### config.mk
export PLATFORM = sky130hd
export DESIGN_NAME = viterbi_pmu
export DESIGN_NICKNAME = d
export VERILOG_FILES = /design/src/rtl/viterbi_pkg.sv /design/src/rtl/viterbi_bmu.sv /design/src/rtl/viterbi_pmu.sv
export SDC_FILE = /design/constraint.sdc
export NUM_CORES = 1
export LEC_CHECK = 0
export ABC_AREA = 1
export CORE_ASPECT_RATIO = 0.75
export CORE_MARGIN = 1
export CORE_UTILIZATION = 40
export DETAILED_ROUTE_END_ITERATION = 8
export PLACE_DENSITY = 0.59
export SLEW_MARGIN = 15
export SYNTH_ARGS = -nofsm -noshare
export SYNTH_HDL_FRONTEND = slang
export SYNTH_SLANG_ARGS = --single-unit
export TNS_END_PERCENT = 1
### constraint.sdc
create_clock -name i_clk -period 13.5 [get_ports i_clk]
set_input_delay 1.35 -clock i_clk [delete_from_list [all_inputs] [get_ports i_clk]]
set_output_delay 1.35 -clock i_clk [all_outputs]
set_load 0.01 [all_outputs]
### src/rtl/viterbi_pkg.sv
// viterbi_pkg -- shared helpers for the Viterbi path-metric unit.
//   ns_of     : number of trellis states for constraint length k
//   stw_of    : width of a state index for constraint length k
//   parity    : XOR reduction used for branch labels
//   sat_add   : unsigned add clamped to a caller-supplied ceiling
package viterbi_pkg;

  function automatic int ns_of(input int k);
    return 1 << (k - 1);
  endfunction

  function automatic int stw_of(input int k);
    return k - 1;
  endfunction

  function automatic logic parity(input logic [31:0] v);
    return ^v;
  endfunction

  // The sum is formed one bit wider than the operands so the carry is never
  // lost before the clamp is applied.
  function automatic logic [31:0] sat_add(input logic [31:0] a,
                                          input logic [31:0] b,
                                          input logic [31:0] lim);
    logic [32:0] sum;
    sum = {1'b0, a} + {1'b0, b};
    return (sum > {1'b0, lim}) ? lim : sum[31:0];
  endfunction

endpackage

### src/rtl/viterbi_bmu.sv
// viterbi_bmu -- combinational branch-metric generator.
//   i_sym0, i_sym1 : soft values for code bits 0 and 1 (0 = confident '0')
//   o_bm_p0[n]     : metric of the branch from predecessor p0 into state n
//   o_bm_p1[n]     : metric of the branch from predecessor p1 into state n
module viterbi_bmu
  import viterbi_pkg::*;
#(
  parameter int           K  = 4,
  parameter logic [K-1:0] G0 = 4'b1011,
  parameter logic [K-1:0] G1 = 4'b1111,
  parameter int           SW = 3,
  localparam int          NS = ns_of(K),
  localparam int          STW = stw_of(K)
) (
  input  logic [SW-1:0]         i_sym0,
  input  logic [SW-1:0]         i_sym1,
  output logic [NS-1:0][SW:0]   o_bm_p0,
  output logic [NS-1:0][SW:0]   o_bm_p1
);

  localparam logic [SW-1:0] SMAX = '1;

  // Distance of each received symbol to an expected '0' (index 0) or '1'.
  logic [SW-1:0] w_dist0 [2];
  logic [SW-1:0] w_dist1 [2];

  assign w_dist0[0] = i_sym0;
  assign w_dist0[1] = SMAX - i_sym0;
  assign w_dist1[0] = i_sym1;
  assign w_dist1[1] = SMAX - i_sym1;

  // The encoder register for the branch p_j -> n is {n[K-2], p_j}, which is
  // simply {n, j}: the state index followed by the predecessor selector.
  logic [K-1:0] w_reg0;
  logic [K-1:0] w_reg1;
  logic         w_e00, w_e01, w_e10, w_e11;

  always_comb begin
    o_bm_p0 = '0;
    o_bm_p1 = '0;
    w_reg0  = '0;
    w_reg1  = '0;
    w_e00   = 1'b0;
    w_e01   = 1'b0;
    w_e10   = 1'b0;
    w_e11   = 1'b0;
    for (int n = 0; n < NS; n++) begin
      w_reg0 = {STW'(n), 1'b0};
      w_reg1 = {STW'(n), 1'b1};
      w_e00  = parity(32'(w_reg0 & G0));
      w_e01  = parity(32'(w_reg0 & G1));
      w_e10  = parity(32'(w_reg1 & G0));
      w_e11  = parity(32'(w_reg1 & G1));
      o_bm_p0[n] = {1'b0, w_dist0[w_e00]} + {1'b0, w_dist1[w_e01]};
      o_bm_p1[n] = {1'b0, w_dist0[w_e10]} + {1'b0, w_dist1[w_e11]};
    end
  end

endmodule

### src/rtl/viterbi_pmu.sv
// viterbi_pmu -- Viterbi path-metric unit: branch metrics, add-compare-select,
// min-find and normalisation in a single cycle, with a one-deep output
// register toward the survivor memory.
//   i_clk, i_rst           : clock, asynchronous active-high reset
//   i_start                : reinitialise path metrics and step counter
//   i_in_valid/o_in_ready  : soft symbol pair handshake
//   i_in_sym0, i_in_sym1   : soft symbols for code bits 0 and 1
//   o_out_valid/i_out_ready: decision word handshake
//   o_out_dec              : per-state survivor decision (1 = p1 chosen)
//   o_out_best             : lowest-index state with the minimum metric
//   o_out_norm             : minimum subtracted during normalisation
//   o_out_step             : trellis step index of the held word
module viterbi_pmu
  import viterbi_pkg::*;
#(
  parameter int           K   = 4,
  parameter logic [K-1:0] G0  = 4'b1011,
  parameter logic [K-1:0] G1  = 4'b1111,
  parameter int           SW  = 3,
  parameter int           MW  = 8,
  localparam int          NS  = ns_of(K),
  localparam int          STW = stw_of(K)
) (
  input  logic           i_clk,
  input  logic           i_rst,
  input  logic           i_start,
  input  logic           i_in_valid,
  output logic           o_in_ready,
  input  logic [SW-1:0]  i_in_sym0,
  input  logic [SW-1:0]  i_in_sym1,
  output logic           o_out_valid,
  input  logic           i_out_ready,
  output logic [NS-1:0]  o_out_dec,
  output logic [STW-1:0] o_out_best,
  output logic [MW-1:0]  o_out_norm,
  output logic [15:0]    o_out_step
);

  localparam logic [MW-1:0] PM_MAX = '1;
  localparam logic [NS-1:0][MW-1:0] PM_INIT = {{(NS-1){PM_MAX}}, {MW{1'b0}}};

  logic [NS-1:0][MW-1:0] r_pm;
  logic [15:0]           r_step;
  logic                  r_out_valid;
  logic [NS-1:0]         r_out_dec;
  logic [STW-1:0]        r_out_best;
  logic [MW-1:0]         r_out_norm;
  logic [15:0]           r_out_step;

  logic                  w_xfer;
  logic [NS-1:0][MW-1:0] w_pm_src;
  logic [15:0]           w_step_src;
  logic [NS-1:0][SW:0]   w_bm_p0;
  logic [NS-1:0][SW:0]   w_bm_p1;
  logic [NS-1:0][MW-1:0] w_new;
  logic [NS-1:0][MW-1:0] w_pm_next;
  logic [NS-1:0]         w_dec;
  logic [MW-1:0]         w_cand0;
  logic [MW-1:0]         w_cand1;
  logic [MW-1:0]         w_min;
  logic [STW-1:0]        w_best;

  assign o_in_ready = !r_out_valid || i_out_ready;
  assign w_xfer     = i_in_valid && o_in_ready;

  // A start coinciding with a transfer feeds the freshly initialised metrics
  // straight into ACS so the first step of the new frame is not lost.
  assign w_pm_src   = i_start ? PM_INIT : r_pm;
  assign w_step_src = i_start ? 16'd0 : r_step;

  viterbi_bmu #(
    .K  (K),
    .G0 (G0),
    .G1 (G1),
    .SW (SW)
  ) u_bmu (
    .i_sym0  (i_in_sym0),
    .i_sym1  (i_in_sym1),
    .o_bm_p0 (w_bm_p0),
    .o_bm_p1 (w_bm_p1)
  );

  // ACS: p0 = {n[K-3:0],0} is (2n mod NS), p1 is the next index up.
  always_comb begin
    w_new   = '0;
    w_dec   = '0;
    w_cand0 = '0;
    w_cand1 = '0;
    for (int n = 0; n < NS; n++) begin
      w_cand0 = MW'(sat_add(32'(w_pm_src[(2 * n) % NS]), 32'(w_bm_p0[n]),
                            32'(PM_MAX)));
      w_cand1 = MW'(sat_add(32'(w_pm_src[(2 * n) % NS + 1]), 32'(w_bm_p1[n]),
                            32'(PM_MAX)));
      // Strict compare: equal candidates keep p0.
      w_dec[n] = (w_cand1 < w_cand0);
      w_new[n] = w_dec[n] ? w_cand1 : w_cand0;
    end
  end

  // Balanced min tree. Each node keeps its left (lower-index) child on a tie,
  // so the root carries the lowest-index minimum.
  logic [MW-1:0]  w_tv [K][NS];
  logic [STW-1:0] w_ti [K][NS];

  always_comb begin
    for (int l = 0; l < K; l++) begin
      for (int i = 0; i < NS; i++) begin
        w_tv[l][i] = '0;
        w_ti[l][i] = '0;
      end
    end
    for (int n = 0; n < NS; n++) begin
      w_tv[0][n] = w_new[n];
      w_ti[0][n] = STW'(n);
    end
    for (int l = 1; l < K; l++) begin
      for (int i = 0; i < (NS >> l); i++) begin
        if (w_tv[l-1][2*i+1] < w_tv[l-1][2*i]) begin
          w_tv[l][i] = w_tv[l-1][2*i+1];
          w_ti[l][i] = w_ti[l-1][2*i+1];
        end else begin
          w_tv[l][i] = w_tv[l-1][2*i];
          w_ti[l][i] = w_ti[l-1][2*i];
        end
      end
    end
    w_min  = w_tv[K-1][0];
    w_best = w_ti[K-1][0];
  end

  // Unreachable states sit at the ceiling and must not drift below it.
  always_comb begin
    w_pm_next = '0;
    for (int n = 0; n < NS; n++) begin
      w_pm_next[n] = (w_new[n] == PM_MAX) ? PM_MAX : w_new[n] - w_min;
    end
  end

  always_ff @(posedge i_clk or posedge i_rst) begin
    if (i_rst) begin
      r_pm   <= PM_INIT;
      r_step <= '0;
    end else if (w_xfer) begin
      r_pm   <= w_pm_next;
      r_step <= w_step_src + 16'd1;
    end else if (i_start) begin
      r_pm   <= PM_INIT;
      r_step <= '0;
    end
  end

  always_ff @(posedge i_clk or posedge i_rst) begin
    if (i_rst) begin
      r_out_valid <= 1'b0;
      r_out_dec   <= '0;
      r_out_best  <= '0;
      r_out_norm  <= '0;
      r_out_step  <= '0;
    end else if (w_xfer) begin
      r_out_valid <= 1'b1;
      r_out_dec   <= w_dec;
      r_out_best  <= w_best;
      r_out_norm  <= w_min;
      r_out_step  <= w_step_src;
    end else if (i_out_ready) begin
      r_out_valid <= 1'b0;
    end
  end

  assign o_out_valid = r_out_valid;
  assign o_out_dec   = r_out_dec;
  assign o_out_best  = r_out_best;
  assign o_out_norm  = r_out_norm;
  assign o_out_step  = r_out_step;

endmodule

==> results.json, run 1 <==
{
  "track_usage": 0.275,
  "place.gp.congestion": 0.988,
  "required_ns": 13.90,
  "io_buffers": 47,
  "syn_inst": 2603,
  "final_util": 0.453,
  "final_cell_mix": "nand2_1, inv_1, ha_1, nor2_1, o21ai_0",
  "rows": 63,
  "finalHoldViolCount": 0,
  "fp.dieW_um": 235,
  "syn-num-nets": 2836,
  "cts_resized": 0,
  "finalSetupTns_ns": 0,
  "dpl_cell_area_um2": 17400,
  "wl_um": 56100,
  "cts_hold_buf": 0,
  "boundaryPins": 48,
  "drc": 0,
  "synthFlopType": "dfrtp_1",
  "worst_slew_pin_slew_ns": 1.18,
  "outcome": "finished, final reports clean",
  "dr.pass1.iters": 8,
  "cts_tree": "done",
  "num-fill-cells": 4194,
  "skew_ns": 0.0165,
  "drv_slew": 0,
  "routedWlPerCell_um": 17.6,
  "ys_warn_count": 0,
  "slew_headroom": 0.204,
  "post-route-period-util": 0.921,
  "fmax_ghz": 0.0804,
  "cts_root_buffer": "clkbuf_16",
  "netlist_top_cells_area": "nand2_1, ha_1, inv_1",
  "numCtsBuffers": 17,
  "critPathMaxFanout": 17,
  "crit_type": "in2reg",
  "ys_ff_latch": 116,
  "antenna_found_initial": 0,
  "synth-compound-area-share": 0.131,
  "final-setup-viol-count": 0,
  "synth-xor-area-share": 0.0340,
  "netlist.area_leader.share": 0.186,
  "synth_top_family_by_area": "simple AND/OR/NAND/NOR gates",
  "drt-initial-drc-count": 1484,
  "period_needed_ns": 12.43,
  "timing.max_cap.violations": 0,
  "ctsLongestPathBuffers": 2,
  "final_common_cell": "nand2_1",
  "drive_above_1_share": 0.103,
  "cp_slowest_stage_delay_ns": 0.95,
  "synth_edf_count": 0,
  "rsz0062_at_grt": "false",
  "worstSetupEndpointType": "flip-flop",
  "antenna_cells": 0,
  "start_kind": "input pin",
  "crit_path_top_delay_cell": "fa_1",
  "synth_cell_types": 48,
  "syn_area_um2": 16200,
  "design_area_um2": 18000,
  "htreeDepth": 4,
  "via_count": 16800,
  "crit_top_cell": "nand2_1",
  "dieArea_um2": 41400,
  "cts_setup_buffers": 0,
  "yosysTopAreaCell": "nand2_1",
  "grt_overflow_total": 0,
  "core_area_um2": 39800,
  "avgSynthCellArea_um2": 6.24,
  "die_height_um": 177,
  "nets": 2897,
  "grt_pass1_vias": 15600,
  "clock_latency_ns": 0.47,
  "cts.sinks": 116,
  "start_util": 0.408,
  "async_reset_ff_frac": 1.00,
  "timing.hold.ws_ns": 0.483,
  "via_per_inst": 5.25,
  "grt_pass1_wl_um": 87400,
  "ant_nets": 0,
  "synthSimpleGateAreaFrac": 0.359,
  "seq_area_frac_synth": 0.183,
  "crit_arrival_ns": 12.83,
  "synth.area.mux_share": 0,
  "grt_max_degree": 71,
  "path_clk_slew_ns": 0.07,
  "synth_fa_ha_area_frac": 0.181,
  "dp_hpwl_um": 45200,
  "area_delta_synth_final_pct": 10.9,
  "hp-class": "reg2reg"
}
critical path, delay by kind of cell:
kind            cells  cell delay (ns)
buf+inv             8             1.87
fa+ha+maj           7             3.01
simple gates       18             1.89
compound gates     16             4.69
synth_stat cells (30+ instances only):
master,number
inv_1,405
or2_2,35
nand2_1,806
nand3_1,154
a21oi_1,138
dfrtp_1,60
ha_1,201
nand4_1,30
dfstp_2,56
nor2_1,190
o21ai_0,170
nand2_2,53
xor2_1,46
path summary, 6_finish.rpt:
path	start	end	slack (ns)	depth (start not counted)
max in group asynchronous	i_rst	o_out_dec[0]	10.80	3
min in group asynchronous	i_rst	o_out_dec[6]	1.29	2
min	o_out_step[7]	o_out_step[7]	0.48	2
max reg2reg	r_pm[25]	r_pm[39]	2.97	47
max	i_in_sym0[1]	r_pm[39]	1.07	49
min reg2reg	o_out_step[7]	o_out_step[7]	0.48	2
through the flow:
step	instances	setup WS (ns)
5_1_grt	3197	0.0687
3_3_place_gp	3165	0.921
2_1_floorplan	2603	2.44
6_report	3197	1.07
3_5_place_dp	3165	0.866
4_1_cts	3197	1.30
layer usage:
layer | up-vias | routed length, µm | global-route usage
met5 | - | 0 | 0
li1 | 8469 | - | -
met1 | 7780 | 28000 | 0.403
met2 | 500 | 23100 | 0.416
met4 | 0 | 867 | 0.0636
met3 | 44 | 4160 | 0.0494
final cells by class:
class,instances,area [µm²],area share
multi-input cells,2022,11500,0.636
repair buffers,85,753,0.0418
clock inverters,15,158,0.00875
inverters,422,1590,0.0885
clock buffers,17,425,0.0236
flip-flops and latches,116,2970,0.165
well taps,520,651,0.0361
cells by family (layout without fill, tap and decap cells):
| group | after synthesis | after routing |
|---|---|---|
| compound gates | 391 | 391 |
| simple gates | 1346 | 1346 |
| xor+xnor | 63 | 63 |
| flops | 116 | 116 |
| buf+inv | 465 | 539 |
| fa+ha+maj | 222 | 222 |
registers in the layout, indices dropped and copies added, names as in the netlist:
name,count
r_step,16
o_out_step,16
r_pm,64
o_out_dec,8
o_out_valid,1
o_out_norm,8
o_out_best,3
Power of run 1 is left out: the tool's default activity adds up to more than one toggle a clock period on the data nets, which glitch-free logic cannot reach.
==> run 2, diff against run 1 <==
- ABC_AREA: 1 -> 0
- GPL_ROUTABILITY_DRIVEN: default -> 0
==> run 2 against run 1 <==
Effect of this change: count of clock-buffer cells in the layout stayed put; register-to-register slack worse by 0.98 ns; die area fell by 2.3%; synthesized cell count is 23% lower; via count fell by 6.7%; non-clock buffer count up 89; largest cell class unchanged; highest routed layer unchanged.
==> results.json, run 2 <==
{
  "outcome": "finished, final reports clean",
  "boundaryPins": 48,
  "synth_common_cells": "nor2_1, ha_1, nand2_1",
  "rrSetupSlack_ns": 1.99,
  "antenna_cells": 0,
  "ctsLongestPathBuffers": 2,
  "antenna_found_initial": 0,
  "instances_no_fill": 2660,
  "avgSynthCellArea_um2": 7.91,
  "critPathMaxFanout": 15,
  "timing.max_cap.violations": 0,
  "yosysMostFrequentCell": "nor2_1",
  "hp-class": "reg2reg",
  "multiInputGateArea_um2": 12300,
  "async_reset_ff_frac": 1.00,
  "start_util": 0.410,
  "dp_hpwl_um": 43800,
  "num-fill-cells": 3778,
  "final_cell_mix": "nor2_1, ha_1, nand2_1, a21oi_1, inv_1",
  "track_usage": 0.274,
  "wl_um": 55300,
  "final-setup-viol-count": 0,
  "fmax_ghz": 0.0769,
  "drv_slew": 0,
  "final_util": 0.479,
  "skew_ns": 0.0167,
  "synth-compound-area-share": 0.249,
  "die_height_um": 175,
  "min_path_cells": 2,
  "period_needed_ns": 13.01,
  "start_kind": "input pin",
  "grt_pass1_wl_um": 85400,
  "drive_above_1_share": 0.169,
  "synth_top_family_by_area": "compound AO/OA/AOI/OAI gates",
  "required_ns": 13.84,
  "regMostFlops": "r_pm",
  "syn_area_um2": 15900,
  "synth_fa_ha_area_frac": 0.195,
  "cts.sinks": 116,
  "dieArea_um2": 40500,
  "htreeDepth": 4,
  "clock_latency_ns": 0.45,
  "grt_pass1_vias": 15000,
  "cts_root_buffer": "clkbuf_16",
  "core_area_um2": 38700,
  "worst-path-buf-inv": 8,
  "synthFlopType": "dfrtp_1",
  "yosysTopAreaCell": "ha_1",
  "via_per_inst": 5.89,
  "largest_reg_flops": 64,
  "min_from": "o_out_step[10]",
  "path_clk_slew_ns": 0.07,
  "final_common_cell": "nor2_1",
  "grt_overflow_total": 0,
  "fp.dieW_um": 232,
  "dr.pass1.iters": 5,
  "worst_slew_pin_slew_ns": 1.25,
  "synthSimpleGateAreaFrac": 0.195,
  "post-route-period-util": 0.963,
  "io_buffers": 47,
  "r2r-end": "r_pm[62]",
  "crit_path_top_delay_cell": "clkdlybuf4s50_1",
  "nets": 2368,
  "drc": 0,
  "finalHoldViolCount": 0,
  "grt_max_degree": 76,
  "ys_ff_latch": 116,
  "netlist_top_cells_area": "ha_1, dfrtp_1, dfstp_2",
  "ff2ff_path_depth": 52,
  "dp_cells": 2611,
  "numCtsBuffers": 17,
  "drt-initial-drc-count": 1466,
  "finalSetupTns_ns": 0,
  "synth_cell_types": 99,
  "crit_arrival_ns": 13.35,
  "area_delta_synth_final_pct": 16.8,
  "min_to": "o_out_step[10]",
  "rows": 62,
  "synth-xor-area-share": 0.0715,
  "ant_nets": 0,
  "netlist.area_leader.share": 0.158,
  "synth.area.mux_share": 0.0495,
  "cts_tree": "done",
  "crit_type": "in2reg",
  "timing.hold.ws_ns": 0.469,
  "cpLargestDelayFamily": "compound AO/OA/AOI/OAI gates",
  "syn_inst": 2008,
  "via_count": 15700,
  "final-seq-area_um2": 2970,
  "cp_slowest_stage_delay_ns": 0.52,
  "syn-num-nets": 2241,
  "seq_area_frac_synth": 0.187,
  "routedWlPerCell_um": 20.8,
  "crit_top_cell": "a21o_1",
  "synth_edf_count": 0,
  "worstSetupEndpointType": "flip-flop",
  "ys_warn_count": 0,
  "reg2reg_from": "r_pm[8]",
  "slew_headroom": 0.164
}
==> run 2: cell types whose count changed after synthesis, moves of 51 or more <==
| cell | delta |
|---|---|
| xnor2_1 | +69 |
| nand3_1 | -112 |
| mux2i_1 | +51 |
| nand2_2 | -52 |
| o21ai_0 | -59 |
| inv_1 | -261 |
| nand2_1 | -616 |
==> run 2: cells by family after synthesis <==
group,Yosys count
AOI/OAI and AO/OA,582
xor gates and xnor gates,124
buffers and inverters,213
muxes,75
adders and majority gates,237
and+or+nand+nor,661
DFF,116
==> run 2: cell type report <==
class | count | area share
repair buffers | 174 | 0.0795
clock inverters | 15 | 0.00729
clock buffers | 17 | 0.0229
inverters | 146 | 0.0297
well taps | 512 | 0.0345
multi-input cells | 1680 | 0.666
flip-flops and latches | 116 | 0.160
==> run 2: stage by stage <==
step | instance area (µm²) | worst slack [ns]
floorplan | 15900 | 0.0114
finish | 18500 | 0.494
CTS | 18200 | 0.0758
detailed placement | 17600 | -0.442
global placement | 17600 | -0.0838
global route | 18500 | -0.115
==> run 2: worst max path at each step <==
| stage | start | endpoint | slack, ns | depth (start not counted) |
|---|---|---|---|---|
| after floorplan | i_start | r_pm[62] | 0.01 | 60 |
| after global placement | i_in_sym0[0] | r_pm[7] | -0.08 | 53 |
| after detailed placement | i_in_sym0[1] | r_pm[7] | -0.44 | 58 |
| after CTS | i_in_sym0[0] | r_pm[62] | 0.08 | 56 |
| after global routing | i_in_sym0[0] | r_pm[62] | -0.11 | 55 |
| final | i_in_sym0[0] | r_pm[62] | 0.49 | 55 |
==> run 2: metal layers <==
metal  GRT usage  routed length, µm  part of all wire  up-vias
met5           0                  0                 0        -
met4      0.0496                687             0.012        0
met3       0.100               6300              0.11       49
met2       0.388              22500              0.41      627
met1       0.393              25900              0.47     7478
li1            -                  -                 -     7522
==> run 2: worst register-to-register path: cells and delay by family, from the launching register on <==
family,cells,cell delay [ns]
buf+inv,5,0.50
xor+xnor,1,0.16
fa+ha+maj,9,2.93
mux,6,1.44
flops,1,0.36
compound gates,16,3.51
simple gates,15,2.50
==> run 2: timing repair <==
| item | in CTS | in global routing |
|---|---|---|
| cloned | 0 | 1 |
| pin swaps | 0 | 10 |
| setup buffers | 0 | 16 |
| resized for setup | 1 | 68 |
| hold buffers | 0 | 0 |
| endpoints found under the setup margin | 1 | 48 |
Power of run 2 is left out for the same reason.
